==> config.mk <==
export PLATFORM = sky130hd
export DESIGN_NAME = mole_round_ctrl
export DESIGN_NICKNAME = d
export VERILOG_FILES = /design/src/rtl/mole_round_ctrl.sv
export SDC_FILE = /design/constraint.sdc
export NUM_CORES = 1
export LEC_CHECK = 0
export ABC_AREA = 1
export BUFFER_PORTS_ARGS = -buffer_cell sky130_fd_sc_hd__buf_2
export CORE_ASPECT_RATIO = 1.25
export CORE_MARGIN = 2
export CORE_UTILIZATION = 62
export DETAILED_ROUTE_END_ITERATION = 8
export MAX_ROUTING_LAYER = met4
export PLACE_DENSITY = 0.8
export SETUP_SLACK_MARGIN = 0.15
export SYNTH_ARGS = -nofsm -noshare
export SYNTH_HDL_FRONTEND = slang
export SYNTH_SLANG_ARGS = --single-unit
==> constraint.sdc <==
create_clock -name i_clk -period 2.75 [get_ports i_clk]
set_clock_uncertainty 0.1 [all_clocks]
set_input_delay 0 -clock i_clk [delete_from_list [all_inputs] [get_ports i_clk]]
set_output_delay 0 -clock i_clk [all_outputs]
set_load 0.05 [all_outputs]
==> src/rtl/mole_round_ctrl.sv <==
// mole_round_ctrl: round sequencing, step/second dividers and difficulty for the mole generator
// Ports:
//   i_clk          system clock, all state on rising edge
//   i_rst_n        asynchronous active-low reset
//   i_start        level, begins a round from IDLE or DONE
//   i_pause        level, freezes the round while high in RUN
//   o_rand_reset   reset to the random generator, high for one edge after reset release
//   o_load_lfsr    seed-load strobe (SEED)
//   o_lfsr_shift   LFSR advance enable (WARM, unpaused RUN)
//   o_seq_shift    one-cycle column-sequence shift pulse
//   o_round_active high in RUN, including while paused
//   o_done         high in DONE
//   o_level        difficulty 0..3
//   o_time_left    seconds remaining in the round
module mole_round_ctrl #(
    parameter int BASE_DIV  = 25000000,
    parameter int SEC_DIV   = 50000000,
    parameter int ROUND_SEC = 60,
    parameter int LEVEL_UP  = 16,
    parameter int WARMUP    = 16
) (
    input  logic       i_clk,
    input  logic       i_rst_n,
    input  logic       i_start,
    input  logic       i_pause,
    output logic       o_rand_reset,
    output logic       o_load_lfsr,
    output logic       o_lfsr_shift,
    output logic       o_seq_shift,
    output logic       o_round_active,
    output logic       o_done,
    output logic [1:0] o_level,
    output logic [7:0] o_time_left
);
    localparam int SW = $clog2(BASE_DIV);
    localparam int CW = $clog2(SEC_DIV);
    localparam int KW = $clog2(LEVEL_UP + 1);
    localparam int WW = $clog2(WARMUP + 1);

    typedef enum logic [2:0] {S_IDLE, S_SEED, S_WARM, S_RUN, S_DONE} state_t;

    state_t        r_state, w_next;
    logic [SW-1:0] r_step_div;
    logic [CW-1:0] r_sec_div;
    logic [KW-1:0] r_steps;
    logic [WW-1:0] r_warm;
    logic [1:0]    r_level;
    logic [7:0]    r_time_left;
    logic          r_rand_reset, r_seq_shift;
    logic          w_tick, w_step_wrap, w_sec_wrap;

    // pause outranks every terminal count: nothing advances while it is high
    assign w_tick      = (r_state == S_RUN) && !i_pause;
    // step period shrinks by half per level; the compare picks up a new level on the following count
    assign w_step_wrap = w_tick && (int'(r_step_div) == (BASE_DIV >> r_level) - 1);
    assign w_sec_wrap  = w_tick && (int'(r_sec_div) == SEC_DIV - 1);

    always_ff @(posedge i_clk or negedge i_rst_n) begin
        if (!i_rst_n)
            r_state <= S_IDLE;
        else
            r_state <= w_next;
    end

    always_comb begin
        w_next         = r_state;
        o_load_lfsr    = r_state == S_SEED;
        o_lfsr_shift   = (r_state == S_WARM) || w_tick;
        o_round_active = r_state == S_RUN;
        o_done         = r_state == S_DONE;
        case (r_state)
            S_IDLE:  w_next = (i_start && !r_rand_reset) ? S_SEED : S_IDLE;
            S_SEED:  w_next = S_WARM;
            S_WARM:  w_next = (int'(r_warm) == WARMUP - 1) ? S_RUN : S_WARM;
            S_RUN:   w_next = (w_sec_wrap && r_time_left == 8'd1) ? S_DONE : S_RUN;
            S_DONE:  w_next = i_start ? S_SEED : S_DONE;
            default: w_next = S_IDLE;
        endcase
    end

    always_ff @(posedge i_clk or negedge i_rst_n) begin
        if (!i_rst_n) begin
            r_rand_reset <= 1'b1;
            r_seq_shift  <= 1'b0;
            r_warm       <= '0;
            r_step_div   <= '0;
            r_sec_div    <= '0;
            r_steps      <= '0;
            r_level      <= 2'd0;
            r_time_left  <= 8'(ROUND_SEC);
        end else begin
            r_rand_reset <= 1'b0;
            // a wrap on the final second still pulses, landing in the first DONE cycle
            r_seq_shift  <= w_step_wrap;
            r_warm       <= (r_state == S_WARM) ? r_warm + 1'b1 : '0;
            if (w_next == S_SEED) begin
                r_step_div  <= '0;
                r_sec_div   <= '0;
                r_steps     <= '0;
                r_level     <= 2'd0;
                r_time_left <= 8'(ROUND_SEC);
            end else begin
                if (w_step_wrap) begin
                    r_step_div <= '0;
                    r_steps    <= (int'(r_steps) == LEVEL_UP - 1) ? '0 : r_steps + 1'b1;
                    if (int'(r_steps) == LEVEL_UP - 1)
                        r_level <= (r_level == 2'd3) ? 2'd3 : r_level + 2'd1;
                end else if (w_tick) begin
                    r_step_div <= r_step_div + 1'b1;
                end
                if (w_sec_wrap) begin
                    r_sec_div   <= '0;
                    r_time_left <= r_time_left - 8'd1;
                end else if (w_tick) begin
                    r_sec_div <= r_sec_div + 1'b1;
                end
            end
        end
    end

    assign o_rand_reset = r_rand_reset;
    assign o_seq_shift  = r_seq_shift;
    assign o_level      = r_level;
    assign o_time_left  = r_time_left;
endmodule

# --- Word-level counts from Yosys, hierarchy flattened ---
# Cells that the tools add are included.
word_totals:
  register_bits: 76
  input_bits: 4
classes:
  addsub: 7
  eq_ne: 11
  n_shift: 1
  reduce_logical: 15
  mux: 21
op_table:
  columns: ["op", "n"]
  rows:
  - ["26-bit 2-to-1 mux", 3]
  - ["25-bit 2-to-1 mux", 3]
  - ["26-bit by 32-bit equality test with 1-bit output", 1]
  - ["25-bit by 2-bit right shift with 32-bit output, first input constant", 1]
  - ["32-bit by 2-bit subtractor with 32-bit output, second input constant", 1]
  - ["26-bit by 1-bit adder with 26-bit output, second input constant", 1]
  - ["26-bit equality test, second input constant", 1]
  - ["25-bit by 1-bit adder with 25-bit output, second input constant", 1]
  - ["5-bit 2-to-1 mux", 4]
  - ["8-bit 2-to-1 mux", 2]
  - ["3-bit one-hot mux with 5 select lines", 1]
  - ["5-bit by 1-bit adder with 5-bit output, second input constant", 2]
  - ["5-bit equality test, second input constant", 2]
  - ["8-bit by 1-bit equality test with 1-bit output, second input constant", 1]
  - ["2-bit 2-to-1 mux", 4]
  - ["8-bit by 1-bit subtractor with 8-bit output, second input constant", 1]
  - ["3-bit by 1-bit equality test with 1-bit output, second input constant", 2]
  - ["3-bit by 2-bit equality test with 1-bit output, second input constant", 2]
  - ["3-bit 2-to-1 mux", 2]
  - ["2-bit nonzero test", 3]
  - ["3-bit nonzero test", 2]
  - ["1-bit logical AND", 5]
  - ["3-bit equality test, second input constant", 1]
  - ["3-bit zero test", 1]
  - ["6 further kinds", 8]

# --- Logic depth before layout (Yosys ltp) ---
depth:
  word_depth: 9
  ltp_mapped: 13

# --- Least setup slack after synthesis ---
# No wires, ideal clock.
synth_path:
  kind: "register to register"
  from: "register r_level[1], in the netlist o_level[1]"
  to: "register r_step_div[6]"
  required_time_ns: 2.520
  path_buffers: 2
  slack_ns: 0.399
  arrival_ns: 2.121
  stages_incl_launch_ff: 13
  path_cell_list: "dfrtp_1 buf_4 nand2_2 ha_1 a21oi_1 nand2_1 nor2_1 nand2_1 nor2_4 nand2_2 nand2_4 buf_12 nor3_2"
synth_between:
  elab_chain_len: 6
  word_cells_on_any_way: 7
  classes_between: "add/sub: 1; eq/ne: 1; shift: 1; mux: 2; reduce/logical: 2"
synth_rtl:
  columns: ["element", "line_no", "text"]
  rows:
  - ["start, declared", "47", "logic [1:0] r_level;"]
  - ["start signal, assigned", "107", "r_level <= (r_level == 2'd3) ? 2'd3 : r_level + 2'd1;"]
  - ["25-bit by 2-bit right shift with 32-bit output (*)", "55", "assign w_step_wrap = w_tick && (int'(r_step_div) == (BASE_DIV >> r_level) - 1);"]
  - ["32-bit by 2-bit subtractor with 32-bit output (*)", "55", null]
  - ["26-bit by 32-bit equality test with 1-bit output (*)", "55", null]
  - ["1-bit logical AND (*)", "55", null]
  - ["25-bit 2-to-1 mux", "103", "if (w_step_wrap) begin"]
  - ["25-bit 2-to-1 mux", "96", "if (w_next == S_SEED) begin"]
  - ["end signal, assigned", "109", "r_step_div <= r_step_div + 1'b1;"]
  - ["end, declared", "43", "logic [SW-1:0] r_step_div;"]
# Mark *: on every way between the ends. The rest lies on a longest branch, timed or not.
# A chain may end at the register's enable or synchronous reset.

# --- Final worst setup path ---
layout_path:
  from: "register r_level[0], in the netlist o_level[0]"
  to: "register r_step_div[21]"
# The elaborated chain is that of the path after synthesis.

==> flow_metrics.env <==
export IMPL_track_usage=0.280
export IMPL_layout_drive_gt1_share=0.142
export IMPL_clk_latency_ns=0.35
export IMPL_place_gp_congestion=0.971
export IMPL_finalMaxSlewViolations=0
export IMPL_yosysUniqueCellTypes=37
export IMPL_dp_hpwl_um=8020
export IMPL_netlist_area_um2=4850
export IMPL_area_growth_pct=6.39
export IMPL_viasPerCell=5.71
export IMPL_powerDensity_nw_per_um2=594
export IMPL_use_met3=0.0416
export IMPL_cp_max_fo=20
export IMPL_peakVddDrop_v=0.000562
export IMPL_tns_ns=0
export IMPL_cts_root_buf="clkbuf_8"
export IMPL_path_clk_slew_ns=0.08
export IMPL_cts_tree="done"
export IMPL_synth_top_area_frac=0.366
export IMPL_critPathLaunchType="register"
export IMPL_die_y_um=103
export IMPL_synth_edf_count=0
export IMPL_die_w_um=83.1
export IMPL_drtIter0Drc=290
export IMPL_end_kind="register"
export IMPL_crit_type="register to register"
export IMPL_maxCapViolations=0
export IMPL_placed_area_um2=4950
export IMPL_setup_viol=0
export IMPL_met1_usage=0.311
export IMPL_crit_start="o_level[0]"
export IMPL_fin_nets=691
export IMPL_synth_avg_cell_area_um2=7.36
export IMPL_grt_max_degree=77
export IMPL_synth_seq_cells=76
export IMPL_p_total_mw=3.07
export IMPL_ys_seq_area_frac=0.393
export IMPL_grt_ovfl_total=0
export IMPL_ant_nets=0
export IMPL_synth_nets=671
export IMPL_ff2ff_path_depth=11
export IMPL_drcViolationCount=0
export IMPL_cts_resized_gates=0
export IMPL_final_cell_mix="144 x nand2_1, 99 x nor2_1, 76 x inv_1, 71 x dfrtp_1, 57 x nand3_1"
export IMPL_first_global_vias=4330
export IMPL_layout_commonest_cell="nand2_1"
export IMPL_io_pins=20
export IMPL_cts_setup_buffers=0
export IMPL_vias=4451
export IMPL_synth_top_cell_by_area="dfrtp_1"
export IMPL_met2_usage=0.488
export IMPL_slew_headroom=0.342
export IMPL_core_area_um2=7700
export IMPL_p_leak_nw=2.41
export IMPL_first_pass_iters=5
export IMPL_clockBufferDepth=2
export IMPL_die_area_um2=8560
export IMPL_cp_arrival_ns=2.41
export IMPL_cp_required_ns=2.88
export IMPL_htree_levels=3
export IMPL_antenna_found_initial=0
export IMPL_min_period_over_period=0.827
export IMPL_wl_per_cell_um=14.4
export IMPL_worstReg2RegStart="o_level[0]"
export IMPL_r2r_end="r_step_div[21]"
export IMPL_grt_pass1_wl_um=18900
export IMPL_tightest_slew_ns=0.987
export IMPL_postLayoutCellArea_um2=5160
export IMPL_yosysWarnings=0
export IMPL_async_flop_share=1.00
export IMPL_synthFlopType="dfrtp_1"
export IMPL_max_freq_mhz=440
export IMPL_antennaDiodeCount=0
export IMPL_cts_buffers=9
export IMPL_ys_top_cells_by_area="dfrtp_1 37%, nand2_1 11%, nor2_1 7.7%, nand3_1 5.9%, inv_1 5.9%"
export IMPL_r2r_slack_ns=0.48
export IMPL_grt_most_used_layer="met2"
export IMPL_utilization=0.670
export IMPL_finalHoldViolCount=0
export IMPL_critPathCapture="r_step_div[21]"
export IMPL_status="finished, final reports clean"
export IMPL_fin_crit_ns=2.27
export IMPL_routed_wirelength_um=11200
export IMPL_synth_cells=659
export IMPL_start_util=0.630
export IMPL_numPortBuffers=19
export IMPL_hold_path_class="input port to asynchronous set/reset pin"
export IMPL_rsz0062_at_grt="no"
export IMPL_cts_sinks=76
export IMPL_num_rows=36
worst max-delay path: stages (launching register included):
cell and delay, ns:
dfrtp_1 0.48, inv_2 0.13, nand2_1 0.09, ha_1 0.31
a21oi_1 0.14, nand2_1 0.06, nor2_1 0.16, nand2_1 0.11
nor2_4 0.10, nand2_2 0.09, nand2_4 0.29, nor2_2 0.08
layout make-up:
| cell class | count | area (um2) |
|---|---|---|
| Clock inverter | 5 | 37.5 |
| Tap cell | 95 | 119 |
| Multi-Input combinational cell | 482 | 2470 |
| Timing Repair Buffer | 26 | 170 |
| Clock buffer | 11 | 141 |
| Sequential cell | 76 | 1910 |
| Inverter | 84 | 315 |
| Fill cell | 637 | 2540 |
timing repair:
item | CTS | global route
hold buffers | 3 | 0
endpoints found under the hold margin | 80 | 0
endpoints found under the setup margin | 0 | 0
where the power goes:
part           internal [mW]  total [mW]  switching (mW)
clock network          0.354       0.782           0.428
logic                  0.228       0.899           0.671
registers               1.26        1.38           0.129
flip-flops by register name, summed over array words and instances (netlist names):
register / count
o_seq_shift: 1
r_warm: 5
o_rand_reset: 1
o_level: 2
r_state: 3
o_time_left: 8
r_step_div: 25
r_steps: 5
r_sec_div: 26
cell usage after synthesis (2+ instances only):
| cell | count |
|---|---|
| nand2_1 | 144 |
| nor2_1 | 99 |
| inv_1 | 76 |
| dfrtp_1 | 71 |
| nand3_1 | 57 |
| nand4_1 | 29 |
| nor3_1 | 25 |
| a21oi_1 | 21 |
| nor2_2 | 15 |
| o21ai_0 | 15 |
| xor2_1 | 13 |
| nor3_2 | 11 |
| ha_1 | 8 |
| inv_2 | 8 |
| nand2_2 | 8 |
| buf_6 | 6 |
| nor2_4 | 6 |
| dfstp_2 | 5 |
| o21ai_1 | 5 |
| a31oi_1 | 4 |
| buf_2 | 4 |
| nor4_1 | 4 |
| buf_4 | 3 |
| nand3b_1 | 3 |
| xnor2_1 | 3 |
| buf_12 | 2 |
| clkbuf_1 | 2 |
| nand3_2 | 2 |
| nor3b_1 | 2 |
worst min-delay path by stage:
stage,end,depth (start not counted)
after floorplan,o_level[0],0
after global placement,r_step_div[18],1
after detailed placement,r_step_div[22],1
after CTS,r_step_div[22],2
after global routing,r_step_div[15],2
final,r_step_div[15],2
per-layer routing:
metal / wire length [um] / part of all wire
met5: 0 / 0
met4: 425 / 0.038
met2: 5660 / 0.50
met3: 507 / 0.045
met1: 4630 / 0.41
logic make-up after synthesis:
| family | Yosys count | synth area share |
|---|---|---|
| adder cells (fa/ha/maj) | 8 | 0.0206 |
| AND/OR/NAND/NOR | 410 | 0.409 |
| buffers and inverters | 101 | 0.0974 |
| other | 1 | 0.000773 |
| flip-flops | 76 | 0.393 |
| XOR/XNOR | 16 | 0.0289 |
| AO/OA/AOI/OAI | 47 | 0.0505 |
metrics by stage:
stage,hold WS [ns],instances,setup WS (ns)
floorplan,-0.396,659,0.399
global placement,0.115,760,0.556
detailed placement,0.113,760,0.479
CTS,0.279,779,0.466
global route,0.350,779,0.295
finish,0.232,779,0.476
No activity file was read; power rests on OpenSTA's default activity.
